==> src/rtl/password_programmer.sv <==
// password_programmer: owner-side password store with verify-old / enter-new / confirm-new change flow
//   clk       in   system clock
//   rst       in   asynchronous reset, active-low
//   mode_req  in   1-cycle pulse, request password change (IDLE only)
//   key_pulse in   1-cycle pulse, confirm code switches
//   code      in   code switches, sampled on key_pulse
//   password  out  stored password to lock checker
//   busy      out  high whenever not IDLE
//   done      out  1-cycle pulse, new password committed
//   err       out  1-cycle pulse, mismatch / timeout / lock-out
//   seg       out  seven-segment pattern, bit8 always 0
//   led       out  fail-count thermometer, active-low
module password_programmer #(
  parameter int CODE_W = 4,
  parameter logic [CODE_W-1:0] DEFAULT_PW = 4'b1001,
  parameter int MAX_FAIL = 3,
  parameter int TIMEOUT_CYC = 500000000
) (
  input  logic              clk,
  input  logic              rst,
  input  logic              mode_req,
  input  logic              key_pulse,
  input  logic [CODE_W-1:0] code,
  output logic [CODE_W-1:0] password,
  output logic              busy,
  output logic              done,
  output logic              err,
  output logic [8:0]        seg,
  output logic [2:0]        led
);
  localparam int TW = $clog2(TIMEOUT_CYC);
  typedef enum logic [2:0] {IDLE, OLD, NEW1, NEW2, LOCKED} state_t;
  state_t state_q, state_d;
  logic [CODE_W-1:0] pw_q, pw_d, tmp_q, tmp_d;
  logic [2:0] fail_q, fail_d, led_d;
  logic [TW-1:0] timer_q, timer_d;
  logic done_d, err_d, busy_d, entry_d;
  logic [8:0] seg_d;
  always_comb begin
    state_d = state_q;
    pw_d = pw_q;
    tmp_d = tmp_q;
    fail_d = fail_q;
    done_d = 1'b0;
    err_d = 1'b0;
    case (state_q)
      IDLE: if (mode_req) begin
        state_d = OLD;
        fail_d = '0;
      end
      OLD: if (key_pulse) begin
        if (code == pw_q) state_d = NEW1;
        else begin
          err_d = 1'b1;
          fail_d = fail_q + 3'd1;
          if (fail_d == 3'(MAX_FAIL)) state_d = LOCKED;
        end
      end
      NEW1: if (key_pulse) begin
        tmp_d = code;
        state_d = NEW2;
      end
      NEW2: if (key_pulse) begin
        if (code == tmp_q) begin
          pw_d = tmp_q;
          done_d = 1'b1;
          state_d = IDLE;
        end else begin
          err_d = 1'b1;
          tmp_d = '0;
          state_d = NEW1;
        end
      end
      default: ;
    endcase
    // A key_pulse on the expiry cycle is handled above and suppresses the abort
    if ((state_q == OLD || state_q == NEW1 || state_q == NEW2) && !key_pulse &&
        timer_q == TW'(TIMEOUT_CYC - 1)) begin
      err_d = 1'b1;
      state_d = IDLE;
    end
    entry_d = state_d == OLD || state_d == NEW1 || state_d == NEW2;
    timer_d = (!entry_d || key_pulse || state_d != state_q) ? '0 : timer_q + 1'b1;
    busy_d = state_d != IDLE;
    seg_d = state_d == OLD ? 9'h006 : state_d == NEW1 ? 9'h05b :
            state_d == NEW2 ? 9'h04f : state_d == LOCKED ? 9'h079 : 9'h040;
    led_d = fail_d == 3'd0 ? 3'b111 : fail_d == 3'd1 ? 3'b110 :
            fail_d == 3'd2 ? 3'b100 : 3'b000;
  end
  always_ff @(posedge clk or negedge rst) begin
    if (!rst) begin
      state_q <= IDLE;
      pw_q <= DEFAULT_PW;
      tmp_q <= '0;
      fail_q <= '0;
      timer_q <= '0;
      done <= 1'b0;
      err <= 1'b0;
      busy <= 1'b0;
      seg <= 9'h040;
      led <= 3'b111;
    end else begin
      state_q <= state_d;
      pw_q <= pw_d;
      tmp_q <= tmp_d;
      fail_q <= fail_d;
      timer_q <= timer_d;
      done <= done_d;
      err <= err_d;
      busy <= busy_d;
      seg <= seg_d;
      led <= led_d;
    end
  end
  assign password = pw_q;
endmodule
==> config.mk <==
export PLATFORM = sky130hd
export DESIGN_NAME = password_programmer
export DESIGN_NICKNAME = d
export VERILOG_FILES = /design/src/rtl/password_programmer.sv
export SDC_FILE = /design/constraint.sdc
export NUM_CORES = 1
export LEC_CHECK = 0
export ABC_CLOCK_PERIOD_IN_PS = 2500
export BUFFER_PORTS_ARGS = -buffer_cell sky130_fd_sc_hd__buf_2
export CAP_MARGIN = 20
export CORE_MARGIN = 10
export CORE_UTILIZATION = 40
export CTS_CLUSTER_DIAMETER = 120
export DETAILED_ROUTE_END_ITERATION = 6
export PLACE_DENSITY_LB_ADDON = 0.1
export RECOVER_POWER = 50
export SLEW_MARGIN = 20
export SYNTH_ARGS = -nofsm -noshare
export SYNTH_HDL_FRONTEND = slang
export SYNTH_SLANG_ARGS = --single-unit
==> constraint.sdc <==
create_clock -name clk -period 2.5 [get_ports clk]
set_input_delay 0.375 -clock clk [delete_from_list [all_inputs] [get_ports clk]]
set_output_delay 0.375 -clock clk [all_outputs]
set_load 0.02 [all_outputs]
Yosys cells after proc, flatten, opt, wreduce, memory -nomap -nowiden
Cells that the tools add are included.
{ "word_totals": {"ff_bits": 56, "out_inout_bits": 19, "elab_cells": 79} }
{ "op_classes": {"addsub": 2, "eq_ne": 17, "n_mux": 34, "n_reduce_logical": 16} }
{ "ops": {"columns": ["operator", "count"], "rows": [
  ["two-way mux 3 bit", 13],
  ["adder 29 x 1 -> 29 bit, second input constant", 1],
  ["== test 29 bit, second input constant", 1],
  ["two-way mux 29 bit", 1],
  ["== test 3 x 2 -> 1 bit, second input constant", 6],
  ["two-way mux 6 bit", 3],
  ["two-way mux 4 bit", 3],
  ["one-hot mux 3 bit (4 select lines)", 1],
  ["== test 3 x 1 -> 1 bit, second input constant", 3],
  ["== test 4 bit", 2],
  ["two-way mux 1 bit", 8],
  ["one-hot mux 4 bit (2 select lines)", 1],
  ["two-way mux 7 bit", 1],
  ["zero test 3 bit", 2],
  ["logical OR 1 bit", 6],
  ["inequality test 2 bit, second input constant", 3],
  ["one-hot mux 3 bit (2 select lines)", 1],
  ["AND reduction 4 bit", 1],
  ["adder 3 x 1 -> 3 bit, second input constant", 1],
  ["== test 3 bit, second input constant", 1],
  ["inequality test 3 bit", 1],
  ["AND reduction 3 bit", 1],
  ["nonzero test 3 bit", 1],
  ["logical AND 1 bit", 2],
  ["4 further kinds", 5]
]} }

Depth between registers and ports, before layout
{ "depth": {"depth_word": 14, "mapped_depth": 7, "mapped_depth_nobuf": 6} }

Worst setup path before layout
OpenSTA, ideal clock, no wires.
{ "synth_timing": {"kind": "flip-flop to flip-flop", "from": "reg pw_q[0] (netlist: password[0])", "to": "reg timer_q[11]", "setup_time_ps": 119, "arrival_ps": 1972, "t_required_ps": 2381, "path_slack_ps": 409, "stages_incl_launch_ff": 7, "path_buffers": 1, "path_cell_list": "dfstp_2 -> xor2_1 -> or4_4 -> a32o_1 -> a41oi_2 -> buf_6 -> nor2_1"} }
{ "synth_via": {"elab_chain_len": 12, "word_cells_on_any_way": 15} }
{ "synth_lines": {"columns": ["element", "line_no", "rtl"], "rows": [
  ["start: declaration", "34", "logic [CODE_W-1:0] pw_q, pw_d, tmp_q, tmp_d;"],
  ["start signal: assignment", "104", "pw_q <= pw_d;"],
  ["== test 4 bit *", "52", "if (code == pw_q) state_d = NEW1;"],
  ["two-way mux 3 bit *", "52", null],
  ["two-way mux 3 bit *", "51", "OLD: if (key_pulse) begin"],
  ["one-hot mux 3 bit (4 select lines) *", "46", "case (state_q)"],
  ["two-way mux 3 bit *", "77", "if ((state_q == OLD || state_q == NEW1 || state_q == NEW2) && !key_pulse &&"],
  ["== test 3 x 1 -> 1 bit / == test 3 x 2 -> 1 bit (equally long branches)", "82", "entry_d = state_d == OLD || state_d == NEW1 || state_d == NEW2;"],
  ["logical OR 1 bit (2 in series)", "82", null],
  ["zero test 1 bit", "83", "timer_d = (!entry_d || key_pulse || state_d != state_q) ? '0 : timer_q + 1'b1;"],
  ["logical OR 1 bit", "83", null],
  ["logical OR 1 bit *", "83", null],
  ["two-way mux 29 bit *", "83", null],
  ["via timer_d[11]", "36", "logic [TW-1:0] timer_q, timer_d;"],
  ["end signal: assignment", "107", "timer_q <= timer_d;"],
  ["end: declaration", "36", null]
]} }
The timed path passes the listed nets; every way through them passes the cells marked *.
A chain may end at the register's enable or synchronous reset.

Worst setup path in the final report
{ "layout_timing": {"from": "reg state_q[2]", "to": "reg timer_q[23]"} }
{ "layout_via": {"elab_chain_len": 13, "word_cells_on_any_way": 26} }
{ "layout_lines": {"columns": ["element", "line_no", "rtl"], "rows": [
  ["start: declaration", "33", "state_t state_q, state_d;"],
  ["start signal: assignment", "103", "state_q <= state_d;"],
  ["parallel branches: the longest is 11 deep, another holds one-hot mux 3 bit (4 select lines)", null, null],
  ["logical OR 1 bit *", "83", null],
  ["two-way mux 29 bit *", "83", null],
  ["via timer_d[23]", "36", null]
]} }
Mark *: on every way through the listed nets, which the timed path passes.

==> impl_metrics.env <==
export IMPL_vdd_drop_max_mv=0.228
export IMPL_worstPathRequired_ns=2.70
export IMPL_synth_distinct_cells=45
export IMPL_grt_pass1_wl_mm=9.96
export IMPL_critPathLaunchType="flop"
export IMPL_area_growth_pct=11.6
export IMPL_yosysWarningCount=0
export IMPL_swShare_pct=22.6
export IMPL_min_period_over_period_pct=87.5
export IMPL_synth_top_area_share_pct=44.1
export IMPL_switchingPower_mw=0.319
export IMPL_cts_htree_levels=2
export IMPL_numCtsBuffers=5
export IMPL_drc=0
export IMPL_wl_per_cell_um=14.0
export IMPL_critPathSlowestCell="or4_1"
export IMPL_pre_cts_ws_ns=0.265
export IMPL_netlist_top_cells_count="49 x dfrtp_1, 40 x nor2_1, 26 x xnor2_1, 22 x nand2_1, 21 x nand3_1"
export IMPL_initial_utilization_pct=41.0
export IMPL_row_count=30
export IMPL_gp_congestion=0.779
export IMPL_seq_area_frac_synth_pct=49.7
export IMPL_die_y_um=103
export IMPL_hold_violations=0
export IMPL_syn_inst=284
export IMPL_n_fill_cell=683
export IMPL_max_slew_worst_pin_slew_ns=1.55
export IMPL_max_slew_margin_pct=-3.33
export IMPL_hp_class="in -> reg"
export IMPL_tns_ns=0
export IMPL_first_pass_iters=4
export IMPL_synth_avg_cell_area_um2=9.80
export IMPL_synth_edff_count=0
export IMPL_critPathBufInv=1
export IMPL_clk_path_buf_depth=2
export IMPL_drtIter0Drc=89
export IMPL_arrival_ns=2.39
export IMPL_path_class="reg -> reg"
export IMPL_cts_setup_buffers=0
export IMPL_cp_end_kind="flop"
export IMPL_seq_power_share_pct=63.0
export IMPL_cap_violations=1
export IMPL_num_antenna_cells=0
export IMPL_synthArstFlopShare_pct=100
export IMPL_synthesis_area_um2=2780
export IMPL_final_nets=328
export IMPL_path_clk_slew_ns=0.10
export IMPL_rsz0062_at_grt="false"
export IMPL_violations="max-capacitance violations, max-slew violations"
export IMPL_crit_chain="or2_1 > or4_1 > or3_1 > o211ai_4 > buf_4 > nor2_1"
export IMPL_status="complete, but fails checks"
export IMPL_antenna_found_initial=0
export IMPL_fin_ws_ns=0.314
export IMPL_fmax_ghz=0.457
export IMPL_cts_tree="built"
export IMPL_path_max_fanout=16
export IMPL_vias=2033
export IMPL_p_comb_share_pct=3.0
export IMPL_finalMaxSlewViolations=30
export IMPL_setup_viol=0
export IMPL_dieArea_um2=10700
export IMPL_grt_total_usage_pct=11.8
export IMPL_cts_resized=0
export IMPL_ys_top_cells_by_area="dfrtp_1 44%, xnor2_1 8.2%, dfstp_2 5.7%"
export IMPL_final_layout_size_suffix_gt1_share_pct=15.7
export IMPL_overflow=0
export IMPL_ctsHoldBuffers=0
export IMPL_grt_pass1_vias=1987
export IMPL_fin_crit_ns=2.19
export IMPL_clock_sinks=55
export IMPL_p_clk_share_pct=34.0
export IMPL_portBuffers=24
export IMPL_final_setup_skew_ns=0.00734
export IMPL_vias_per_cell=4.91
export IMPL_die_w_um=103
export IMPL_yosys_area_top_type="dfrtp_1"
export IMPL_synth_flop_cell="dfrtp_1"
export IMPL_core_um2=6790
export IMPL_routed_wl_mm=5.78
export IMPL_crit_family="simple AND/OR/NAND/NOR gates"
export IMPL_cellPowerDensity_nw_per_um2=454
export IMPL_power_leakage_nw=1.22
export IMPL_insertion_delay_ns=0.31
export IMPL_io_pin_count=27
export IMPL_hpwlAfterDp_mm=4.27
export IMPL_clock_root_buffer="clkbuf_8"
export IMPL_critPathMaxStageDelay_ns=0.53
export IMPL_ant_nets=0
export IMPL_synth_most_common_cell="dfrtp_1"
export IMPL_grt_max_degree=30
export IMPL_yosys_register_bits=55
export IMPL_intPower_mw=1.09
-- sequential cells by signal, summed over array words and instances, names as in the netlist --
name      flops
timer_q      29
seg           6
password      4
tmp_q         4
fail_q        3
led           3
state_q       3
busy          1
done          1
err           1
-- routing by layer --
metal	share of wire, %	vias up	track usage (%)
met4	1.1	0	3.21
met5	0	-	0
met3	3.4	5	2.72
met1	53	951	17.0
li1	-	1044	-
met2	42	33	17.1
-- power groups by stage --
stage,registers (mW),logic [mW],clock network [mW]
after floorplan,0.907,0.0146,0
after global placement,0.907,0.0451,0
after detailed placement,0.907,0.0461,0
after CTS,0.889,0.0460,0.497
after global routing,0.890,0.0485,0.546
final,0.889,0.0422,0.479
-- through the flow --
step | utilization [%] | hold WS [ns] | instance area, µm² | std cells | total power [mW]
final | 45.7 | 0.344 | 3110 | 414 | 1.41
after global routing | 45.7 | 0.361 | 3110 | 414 | 1.48
after CTS | 46.0 | 0.108 | 3120 | 414 | 1.43
after detailed placement | 44.8 | 0.456 | 3040 | 406 | 0.953
after global placement | 44.8 | 0.438 | 3040 | 406 | 0.952
after floorplan | - | 0.0794 | 2790 | 285 | 0.921
-- path summary, 6_finish.rpt --
| path | endpoint | cells past startpoint | start | slack, ns |
|---|---|---|---|---|
| hold / removal | tmp_q[0] | 3 | code[0] | 0.34 |
| setup reg to reg | timer_q[23] | 6 | state_q[2] | 0.31 |
| hold reg to reg | timer_q[0] | 1 | timer_q[0] | 0.52 |
| max in group asynchronous | tmp_q[0] | 2 | rst | 0.64 |
| setup / recovery | timer_q[23] | 6 | state_q[2] | 0.31 |
| min in group asynchronous | err | 1 | rst | 0.43 |
-- kinds of logic (layout without fill, tap and decap cells) --
group                      count (synthesis)  after routing  synth area share (%)
AOI/OAI and AO/OA                         33             33                  8.95
xor gates and xnor gates                  33             33                  10.4
adders and majority gates                  3              3                  1.35
buffers and inverters                     23             56                  4.09
DFF                                       55             55                  49.7
muxes                                      5              5                  2.02
other                                      1              2                 0.135
and+or+nand+nor                          131            131                  23.3
-- cell usage in the layout, fill, tap and decap left out, types with 2 or more instances in the layout --
master     n
a21oi_1    6
and2_1     3
and3_1     3
and4_1     2
buf_2     15
buf_4      8
clkbuf_1  11
clkbuf_8   5
clkinv_2   3
conb_1     2
dfrtp_1   49
dfstp_2    6
ha_1       3
inv_1     14
mux2_2     5
nand2_1   22
nand3_1   21
nand4_1    7
nor2_1    40
nor2b_1    2
nor3_1    12
nor4_1     6
nor4b_1    2
o211ai_1   2
o21ai_0   13
o31ai_1    2
o41ai_2    2
or2_2      2
or4_1      2
xnor2_1   26
xor2_1     7
-- tightest hold or removal path, delay by kind of cell --
family / cells / cell delay [ns]
simple gates: 1 / 0.06
buf+inv: 1 / 0.11
compound gates: 1 / 0.07
-- cell type report --
type                       instances  area (µm²)  share of cell area, %
sequential                        55        1380                   44.6
multi-input combinational        207        1290                   41.5
timing repair buffer              34         176                   5.68
tap                               96         120                   3.87
clock buffer                       5        68.8                   2.22
inverter                          14        52.6                   1.69
clock inverter                     3        15.0                  0.483
No activity file was read; power rests on OpenSTA's default activity.
